==> src/rtl/servo_ramp_ctrl_pkg.sv <==
// Shared types and default constants for the servo position sequencer.
// Preset widths are derived from the endpoint widths with integer truncation.
package servo_pkg;

   typedef enum logic [1:0] {
      IDLE   = 2'd0,
      MOVE   = 2'd1,
      SETTLE = 2'd2
   } servo_state_t;

   localparam int unsigned DEF_FRAME_CYCLES  = 1_000_000;
   localparam int unsigned DEF_PW_MIN        = 50_000;
   localparam int unsigned DEF_PW_MAX        = 100_000;
   localparam int unsigned DEF_STEP          = 500;
   localparam int unsigned DEF_SETTLE_FRAMES = 5;
   localparam int unsigned DEF_W             = 20;
   localparam int unsigned POS_W             = 2;
   localparam int unsigned NUM_PRESETS       = 4;

   function automatic int unsigned preset_pw(input int unsigned pw_min,
                                             input int unsigned pw_max,
                                             input int unsigned idx);
      return pw_min + (idx * (pw_max - pw_min)) / 3;
   endfunction

endpackage

==> src/rtl/servo_ramp_ctrl_if.sv <==
// Command handshake and status bundle between the control logic and the servo sequencer.
interface servo_ramp_ctrl_if;
   import servo_pkg::*;

   logic             enable;
   logic             cmd_valid;
   logic             cmd_ready;
   logic [POS_W-1:0] cmd_pos;
   logic             servo;
   logic             busy;
   logic             at_target;
   logic             frame_tick;

   modport master (
      output enable, cmd_valid, cmd_pos,
      input  cmd_ready, servo, busy, at_target, frame_tick
   );

   modport slave (
      input  enable, cmd_valid, cmd_pos,
      output cmd_ready, servo, busy, at_target, frame_tick
   );

endinterface

==> src/rtl/servo_ramp_ctrl_pwm_gen.sv <==
// Free-running PWM frame counter with a registered pulse output; the pulse is
// high for i_cur_pw cycles starting one cycle after the counter reads zero.
module servo_pwm_gen
   import servo_pkg::*;
#(
   parameter int unsigned FRAME_CYCLES = DEF_FRAME_CYCLES,
   parameter int unsigned W            = DEF_W
) (
   input  logic         clk,
   input  logic         rst,
   input  logic         i_enable,
   input  logic [W-1:0] i_cur_pw,
   output logic         o_servo,
   output logic         o_frame_tick
);

   localparam logic [W-1:0] LAST_CNT = W'(FRAME_CYCLES - 1);

   logic [W-1:0] r_frame_cnt;
   logic         r_servo;
   logic         w_last;

   assign w_last = (r_frame_cnt == LAST_CNT);

   // NOTE: sequential state uses non-blocking assignments so every register
   // samples pre-edge values, independent of statement order.
   always_ff @(posedge clk) begin
      if (rst) begin
         r_frame_cnt <= '0;
         r_servo     <= 1'b0;
      end else begin
         r_frame_cnt <= w_last ? '0 : r_frame_cnt + 1'b1;
         r_servo     <= i_enable && (r_frame_cnt < i_cur_pw);
      end
   end

   assign o_servo      = r_servo;
   assign o_frame_tick = w_last;

endmodule

==> src/rtl/servo_ramp_ctrl.sv <==
// Servo position sequencer: accepts a preset index, ramps the pulse width by at
// most STEP per frame toward it, then holds for SETTLE_FRAMES before re-arming.
module servo_ramp_ctrl
   import servo_pkg::*;
#(
   parameter int unsigned FRAME_CYCLES  = DEF_FRAME_CYCLES,
   parameter int unsigned PW_MIN        = DEF_PW_MIN,
   parameter int unsigned PW_MAX        = DEF_PW_MAX,
   parameter int unsigned STEP          = DEF_STEP,
   parameter int unsigned SETTLE_FRAMES = DEF_SETTLE_FRAMES,
   parameter int unsigned W             = DEF_W
) (
   input logic              clk,
   input logic              rst,
   servo_ramp_ctrl_if.slave bus
);

   localparam int unsigned SC_W = $clog2(SETTLE_FRAMES + 1);
   localparam logic [W-1:0] PRESET [NUM_PRESETS] = '{
      W'(preset_pw(PW_MIN, PW_MAX, 0)),
      W'(preset_pw(PW_MIN, PW_MAX, 1)),
      W'(preset_pw(PW_MIN, PW_MAX, 2)),
      W'(preset_pw(PW_MIN, PW_MAX, 3))
   };
   localparam logic signed [W:0] STEP_S = (W+1)'(STEP);

   servo_state_t        r_state, w_next_state;
   logic [W-1:0]        r_cur_pw, r_tgt_pw;
   logic [SC_W-1:0]     r_settle_cnt;
   logic signed [W:0]   w_diff, w_abs_diff;
   logic                w_accept, w_advance, w_close, w_settle_done;
   logic                w_frame_tick, w_servo, w_cmd_ready, w_busy;

   servo_pwm_gen #(.FRAME_CYCLES(FRAME_CYCLES), .W(W)) u_pwm (
      .clk          (clk),
      .rst          (rst),
      .i_enable     (bus.enable),
      .i_cur_pw     (r_cur_pw),
      .o_servo      (w_servo),
      .o_frame_tick (w_frame_tick)
   );

   // Extra sign bit keeps the distance exact in both directions.
   assign w_diff        = $signed({1'b0, r_tgt_pw}) - $signed({1'b0, r_cur_pw});
   assign w_abs_diff    = w_diff[W] ? -w_diff : w_diff;
   assign w_close       = (w_abs_diff <= STEP_S);
   assign w_accept      = bus.cmd_valid && (r_state == IDLE);
   assign w_advance     = w_frame_tick && bus.enable;
   assign w_settle_done = (r_settle_cnt == SC_W'(SETTLE_FRAMES - 1));

   always_ff @(posedge clk) begin
      if (rst) r_state <= IDLE;
      else     r_state <= w_next_state;
   end

   // NOTE: defaulting before the case keeps every path assigned, so no latch.
   always_comb begin
      w_next_state = r_state;
      case (r_state)
         IDLE:    if (w_accept)                   w_next_state = MOVE;
         MOVE:    if (w_advance && w_close)       w_next_state = SETTLE;
         SETTLE:  if (w_advance && w_settle_done) w_next_state = IDLE;
         default:                                 w_next_state = IDLE;
      endcase
   end

   always_comb begin
      w_cmd_ready = (r_state == IDLE);
      w_busy      = (r_state != IDLE);
   end

   always_ff @(posedge clk) begin
      if (rst) begin
         r_cur_pw     <= W'(PW_MIN);
         r_tgt_pw     <= W'(PW_MIN);
         r_settle_cnt <= '0;
      end else begin
         case (r_state)
            IDLE: if (w_accept) r_tgt_pw <= PRESET[bus.cmd_pos];
            MOVE: if (w_advance) begin
               if (w_close) begin
                  r_cur_pw     <= r_tgt_pw;
                  r_settle_cnt <= '0;
               end else if (w_diff[W]) begin
                  r_cur_pw <= r_cur_pw - W'(STEP);
               end else begin
                  r_cur_pw <= r_cur_pw + W'(STEP);
               end
            end
            SETTLE: if (w_advance) r_settle_cnt <= r_settle_cnt + 1'b1;
            default: ;
         endcase
      end
   end

   assign bus.cmd_ready  = w_cmd_ready;
   assign bus.busy       = w_busy;
   assign bus.servo      = w_servo;
   assign bus.frame_tick = w_frame_tick;
   assign bus.at_target  = (r_cur_pw == r_tgt_pw);

endmodule
==> src/flat_wrapper.sv <==
// flat-port wrapper written by rule: the top's interface ports become plain ports
module servo_ramp_ctrl_flat import servo_pkg::*;
#(
   parameter int unsigned FRAME_CYCLES  = DEF_FRAME_CYCLES,
   parameter int unsigned PW_MIN        = DEF_PW_MIN,
   parameter int unsigned PW_MAX        = DEF_PW_MAX,
   parameter int unsigned STEP          = DEF_STEP,
   parameter int unsigned SETTLE_FRAMES = DEF_SETTLE_FRAMES,
   parameter int unsigned W             = DEF_W
)
  (clk, rst, bus_enable, bus_cmd_valid, bus_cmd_pos, bus_cmd_ready, bus_servo, bus_busy, bus_at_target, bus_frame_tick);
  servo_ramp_ctrl_if bus_i ();
  input logic clk;
  input logic rst;
  input wire logic [$bits(bus_i.enable)-1:0] bus_enable;
  input wire logic [$bits(bus_i.cmd_valid)-1:0] bus_cmd_valid;
  input wire logic [$bits(bus_i.cmd_pos)-1:0] bus_cmd_pos;
  output wire logic [$bits(bus_i.cmd_ready)-1:0] bus_cmd_ready;
  output wire logic [$bits(bus_i.servo)-1:0] bus_servo;
  output wire logic [$bits(bus_i.busy)-1:0] bus_busy;
  output wire logic [$bits(bus_i.at_target)-1:0] bus_at_target;
  output wire logic [$bits(bus_i.frame_tick)-1:0] bus_frame_tick;
  assign bus_i.enable = bus_enable;
  assign bus_i.cmd_valid = bus_cmd_valid;
  assign bus_i.cmd_pos = bus_cmd_pos;
  assign bus_cmd_ready = bus_i.cmd_ready;
  assign bus_servo = bus_i.servo;
  assign bus_busy = bus_i.busy;
  assign bus_at_target = bus_i.at_target;
  assign bus_frame_tick = bus_i.frame_tick;
  servo_ramp_ctrl #(.FRAME_CYCLES(FRAME_CYCLES), .PW_MIN(PW_MIN), .PW_MAX(PW_MAX), .STEP(STEP), .SETTLE_FRAMES(SETTLE_FRAMES), .W(W)) u_core (.clk(clk), .rst(rst), .bus(bus_i));
endmodule
==> config.mk <==
export PLATFORM = sky130hd
export DESIGN_NAME = servo_ramp_ctrl_flat
export DESIGN_NICKNAME = d
export VERILOG_FILES = /design/src/rtl/servo_ramp_ctrl_pkg.sv /design/src/rtl/servo_ramp_ctrl_if.sv /design/src/rtl/servo_ramp_ctrl_pwm_gen.sv /design/src/rtl/servo_ramp_ctrl.sv /design/src/flat_wrapper.sv
export SDC_FILE = /design/constraint.sdc
export NUM_CORES = 1
export LEC_CHECK = 0
export BUFFER_PORTS_ARGS = -buffer_cell sky130_fd_sc_hd__buf_2
export CELL_PAD_IN_SITES_DETAIL_PLACEMENT = 1
export CELL_PAD_IN_SITES_GLOBAL_PLACEMENT = 1
export CORE_MARGIN = 3
export CORE_UTILIZATION = 44
export DETAILED_ROUTE_END_ITERATION = 10
export PLACE_DENSITY_LB_ADDON = 0.12
export REMOVE_ABC_BUFFERS = 1
export SYNTH_ARGS = -nofsm -noshare
export SYNTH_HDL_FRONTEND = slang
export SYNTH_HIERARCHICAL = 1
export SYNTH_SLANG_ARGS = --single-unit
==> constraint.sdc <==
create_clock -name clk -period 4.7 [get_ports clk]
set_input_delay 1.175 -clock clk [delete_from_list [all_inputs] [get_ports clk]]
set_output_delay 1.175 -clock clk [all_outputs]
set_load 0.02 [all_outputs]
==> reports/qor.csv, run 1 <==
metric,value,unit
fin crit period,4.524,ns
Cell Rows,39,
GR Overflow Total,0,
Iter 0 DRT Violations,264,
crit start category,register,
cell mode on critical path,buf_4,
DRC,0,
status,completed,
CP endpoint kind,register,
maximum vdd drop,0.1593,mV
WS Path Type,register to register,
I/O Buffers,10,
Final Hold Fails,0,
share of cells above drive strength 1,17.60,%
top-level I/O count,11,
"CP delay by family, top",compound AO/OA/AOI/OAI gates,
Sequential Power Share,31.0,%
clock skew,0.006723,ns
HP Class,register to register,
first-pass GRT wire length,26.43,mm
Die Span X,115.6,um
Yosys cell types,85,
"commonest non-fill, non-tap cell in the layout",nor2_1,
Compound-Gate Fraction of Synth Area,20.84,%
arrival time worst endpoint,4.75,ns
clk_lat worst skew,0.30,ns
Synth Area in Simple Gates,26.79,%
most frequent cells in the layout,"77 x nor2_1, 58 x nand2_1, 56 x inv_1, 56 x ha_1",
clock root cell,clkbuf_16,
NetSw,0.0005926,W
CP peak stage delay,0.35,ns
worst-margin pin slew,0.7146,ns
Pre-antenna DRT Iters,4,
Die H,115.6,um
Layout Nets,797,
CTS max path bufs,2,
"Async S/R FF share, synth",0,%
Starting Density,45.68,%
post-synthesis sequential area ratio,20.84,%
worst path required time,4.93,ns
final worst setup slack,0.1762,ns
switching part of the total power,38.13,%
final WL,16.60,mm
"Reg clk slew, reported paths",0.08,ns
"EDFF count, synth",0,
Final Util,52.68,%
vias in the first global route,5359,
post-synthesis xor/xnor area fraction,7.958,%
Pleak,2.655,nW
Die ar.,13360,um^2
Internal,0.0009616,W
total global-route track usage,24.44,%
Sink Count,55,
RD Place Congestion,0.8582,
Comb power frac,42.8,%
n_diodes,0,
adder-cell share of the synthesized area,14.26,%
largest family of logic cells by synthesized area,simple AND/OR/NAND/NOR gates,
Clk pwr share,26.2,%
Yosys warning total,6,
Via density,5.936,
cell count after synthesis,682,
crit-path cells,inv_1 > ha_1 > buf_4 > a21o_1 > a21oi_2 > nor2_1 > a31oi_1 > nand2_2 > buf_4 > ha_1 > nor2b_1 > o21ai_2 > a21boi_1 > o21ai_1 > a21boi_2 > o21ai_2 > a21oi_2 > o41ai_2 > buf_4 > o211ai_1 > a21oi_1 > xor2_1 > or3_1 > a21oi_1,
Cell Pwr Density,255.1,nW/um^2
Slew HR,52.15,%
Post-DP HPWL,12.60,mm
WP buf/inv,4,
maxcap violations,0,
core box area,11560,um^2
pre-CTS setup slack,-0.1461,ns
WL/cell,18.95,um
Mapped Area,5283,um^2
Setup-failing EPs final,0,
hold-fix buffers at CTS,0,
mux cell area share after synthesis,2.653,%
Critical Path Fanout Max,6,
hold_ws,0.4698,ns
post-route ant nets,0,
Yosys reg bits,55,
Synth Flop Type,dfxtp_1,
Inserted Clock Buffers,5,
TritonCTS clock tree,done,
initial antenna violation count,0,
Max Slew Vio Count,0,
largest net degree at the start of global routing,30,
DR vias,5200,
CTS HTree Levels,2,
post-synthesis to final-layout area growth,15.32,%
maximum clock frequency,0.2211,GHz
crit share post-route,96.25,%
CP max-delay cell,dfxtp_1,
syn_area_per_cell,7.746,um^2
## flip-flops by register name, summed over array words and instances, names as in the netlist
name                      count
u_core/r_cur_pw              20
u_core/r_settle_cnt           3
u_core/r_state                2
u_core/r_tgt_pw               9
u_core/u_pwm/o_servo          1
u_core/u_pwm/r_frame_cnt     20
## power groups by stage
stage | Combinational (W) | Sequential (W) | Clock [W]
final | 0.000665 | 0.000483 | 0.000407
after global routing | 0.000732 | 0.000484 | 0.000435
after CTS | 0.000604 | 0.000482 | 0.000414
after detailed placement | 0.000589 | 0.000493 | 0
after global placement | 0.000561 | 0.000493 | 0
after floorplan | 0.000423 | 0.000491 | 0
## timing repair
item / in CTS / in global routing
resized for setup: 10 / 30
endpoints found under the hold margin: 0 / 0
cloned: 0 / 1
pin swaps: 1 / 15
endpoints found under the setup margin: 19 / 25
buffers inserted: 1 / 10
## per-stage QoR
| stage | std cells | total power, W | area, um^2 | setup TNS (ns) |
|---|---|---|---|---|
| floorplan | 662 | 0.0009139 | 5145 | -0.1456 |
| global placement | 856 | 0.001054 | 5682 | 0 |
| detailed placement | 856 | 0.001082 | 5682 | -0.8025 |
| CTS | 865 | 0.001500 | 5867 | 0 |
| global route | 876 | 0.001651 | 6092 | -0.2818 |
| finish | 876 | 0.001554 | 6092 | 0 |
## layer usage
layer	track usage, %	share of wire [%]	vias up	routed length, um
met4	4.382	1.5	0	242
met1	32.87	46	2554	7554
met5	0	0	-	0
met2	42.90	50	72	8315
met3	2.454	2.9	18	489
li1	-	-	2556	-
## Yosys cell counts, drive strengths merged (6+ instances only)
library cell,n,area share [%]
a211oi,14,2.2
and3,6,0.73
nor2,81,5.9
o21ai,27,2.6
o211ai,11,1.6
nor2b,9,1.1
mux2i,14,2.7
xnor2,26,4.3
nand4,19,2.8
nand2b,7,0.88
a21o,8,1.1
a31oi,8,0.95
nand3,18,1.7
xor2,22,3.6
clkbuf,9,0.64
a21oi,45,4.5
nor3,17,1.7
dfxtp,55,21
or3,13,1.5
ha,57,14
nand2,62,4.8
and2,8,0.99
inv,57,4.1
buf,11,2.0
## cell type report
type                    instances  area [um^2]
fillers                      1445         5473
flip-flops and latches         55         1105
well taps                     143        178.9
clock inverters                 3        31.28
inverters                      57        214.0
multi-input cells             551         3998
clock buffers                   5        125.1
repair buffers                 62        440.4
## kinds of logic after synthesis
group | count (synthesis)
and+or+nand+nor | 268
AOI/OAI and AO/OA | 161
buffers and inverters | 77
adders and majority gates | 59
DFF | 55
xor gates and xnor gates | 48
muxes | 14
## path summary, 6_finish.rpt
path / startpoint / end / slack [ns] / cells after the start
worst max register to register: u_core/r_cur_pw[15] / u_core/r_cur_pw[18] / 0.18 / 24
worst min register to register: u_core/u_pwm/r_frame_cnt[0] / u_core/u_pwm/r_frame_cnt[0] / 0.47 / 1
worst min-delay path: u_core/u_pwm/r_frame_cnt[0] / u_core/u_pwm/r_frame_cnt[0] / 0.47 / 1
worst max-delay path: u_core/r_cur_pw[15] / u_core/r_cur_pw[18] / 0.18 / 24
(Power assumes the default switching activity.)
==> inputs of run 2 (changes only) <==
CORE_MARGIN = 4   (was 3)
==> run 2 against run 1 <==
Effect of this change:
- sequential cell count unchanged
- fmax up 0.36%
- worst setup slack improved by 0.016 ns
- die area increased by 3.5%
- register-to-register slack improved by 0.02 ns
- largest power group unchanged
- combinational power is 4.4% lower
- wire length down 3.5%
- sequential share of layout area up 0.28 points
- count of clock-buffer cells in the layout up 1
- non-clock buffer count decreased by 12
- global-route usage down 1.6 points
- hold slack better by 0.014 ns
==> reports/qor.csv, run 2 (synthesis gave the netlist of run 1 again) <==
metric,value,unit
Slew HR,48.84,%
fin crit period,4.508,ns
Die ar.,13820,um^2
Pre-antenna DRT Iters,4,
Pleak,2.593,nW
Internal,0.001007,W
DRC,0,
NetSw,0.0005624,W
crit share post-route,95.91,%
Cell Rows,39,
crit-path cells,inv_1 > ha_1 > fa_2 > nand2b_4 > a2111oi_2 > buf_4 > a211oi_4 > mux2i_1 > a211o_1 > or3b_4 > or4b_4 > and3_1 > o21ai_2 > a211o_4 > nand2_8 > or3_1 > a21oi_1,
CP peak stage delay,0.56,ns
CP max-delay cell,or4b_4,
clk_lat worst skew,0.30,ns
total global-route track usage,22.80,%
top-level I/O count,11,
vias in the first global route,5276,
Starting Density,45.68,%
TritonCTS clock tree,done,
largest net degree at the start of global routing,30,
post-route ant nets,0,
core box area,11560,um^2
Inserted Clock Buffers,5,
"Reg clk slew, reported paths",0.07,ns
HP Class,register to register,
maxcap violations,0,
worst-margin pin slew,0.7640,ns
post-synthesis to final-layout area growth,13.19,%
CTS HTree Levels,2,
GR Overflow Total,0,
clock skew,0.004579,ns
Setup-failing EPs final,0,
Critical Path Fanout Max,19,
status,completed,
Post-DP HPWL,12.46,mm
Comb power frac,40.5,%
final WL,16.02,mm
Power Total,0.001569,W
"commonest non-fill, non-tap cell in the layout",nor2_1,
crit start category,register,
arrival time worst endpoint,4.73,ns
Iter 0 DRT Violations,282,
Fin Setup TNS,0,ns
n_diodes,0,
WS Path Type,register to register,
clock root cell,clkbuf_16,
initial antenna violation count,0,
first-pass GRT wire length,26.31,mm
CP endpoint kind,register,
most frequent cells in the layout,"77 x nor2_1, 58 x nand2_1, 56 x inv_1, 56 x ha_1, 55 x dfxtp_1",
RSZ-0062 raised after global routing,yes,
Sequential Power Share,30.7,%
Max Slew Vio Count,0,
Die H,117.6,um
worst path required time,4.92,ns
WL/cell,18.56,um
Clk pwr share,28.8,%
Cell Pwr Density,262.5,nW/um^2
hold-fix buffers at CTS,0,
Final Util,51.70,%
maximum vdd drop,0.1757,mV
share of cells above drive strength 1,15.56,%
RD Place Congestion,0.8824,
Layout Nets,784,
biggest regs,"u_core/r_cur_pw x20, u_core/u_pwm/r_frame_cnt x20, u_core/r_tgt_pw x9",
Sink Count,55,
Via density,5.925,
switching part of the total power,35.84,%
I/O Buffers,10,
Die Span X,117.6,um
DR vias,5113,
maximum clock frequency,0.2218,GHz
CTS max path bufs,2,
Final Hold Fails,0,
## run 2: final cells by class
type                    instances  area, um^2
repair buffers                 50       350.3
clock buffers                   6       138.9
well taps                     143       178.9
multi-input cells             550        3958
flip-flops and latches         55        1101
clock inverters                 2       38.79
fillers                      1418        5585
inverters                      57       214.0
## run 2: timing repair
item,4_1_cts,5_1_grt
gates resized for setup,9,24
setup buffers,0,4
hold endpoints to repair,0,0
pin swaps,0,8
endpoints found under the setup margin,14,25
## run 2: worst max-delay path, delay by kind of cell (launching register included)
kind / cells / cell delay [ns]
AOI/OAI and AO/OA: 6 / 1.25
DFF: 1 / 0.33
adders and majority gates: 2 / 0.55
and+or+nand+nor: 6 / 1.91
muxes: 1 / 0.15
buffers and inverters: 2 / 0.24
## run 2: stage by stage
| stage | std cells | worst slack [ns] | hold slack, ns | instance area (um^2) |
|---|---|---|---|---|
| after floorplan | 662 | -0.1385 | 0.4254 | 5145 |
| after global placement | 851 | 0.05029 | 0.4542 | 5644 |
| after detailed placement | 851 | -0.08606 | 0.4713 | 5644 |
| after CTS | 859 | 0.00001510 | 0.4894 | 5846 |
| after global routing | 863 | -0.07830 | 0.5159 | 5979 |
| final | 863 | 0.1923 | 0.4838 | 5979 |
## run 2: power groups by stage
stage | logic, W | clock network [W] | registers (W)
2_1_floorplan | 0.000423 | 0 | 0.000491
3_3_place_gp | 0.000557 | 0 | 0.000492
3_5_place_dp | 0.000581 | 0 | 0.000493
4_1_cts | 0.000596 | 0.000463 | 0.000482
5_1_grt | 0.000707 | 0.000485 | 0.000483
6_report | 0.000636 | 0.000451 | 0.000482
## run 2: worst paths after layout
kind         depth (start not counted)  slack [ns]                           to                   startpoint
min reg2reg                          1        0.48  u_core/u_pwm/r_frame_cnt[0]  u_core/u_pwm/r_frame_cnt[0]
min                                  1        0.48  u_core/u_pwm/r_frame_cnt[0]  u_core/u_pwm/r_frame_cnt[0]
max reg2reg                         17        0.19          u_core/r_cur_pw[13]           u_core/r_tgt_pw[2]
max                                 17        0.19          u_core/r_cur_pw[13]           u_core/r_tgt_pw[2]
## run 2: layer usage
metal,vias up,wire length (um),track usage [%]
met5,-,0,0
met4,0,204,5.275
met3,18,560,2.787
met2,74,7736,38.91
met1,2509,7516,30.80
li1,2512,-,-
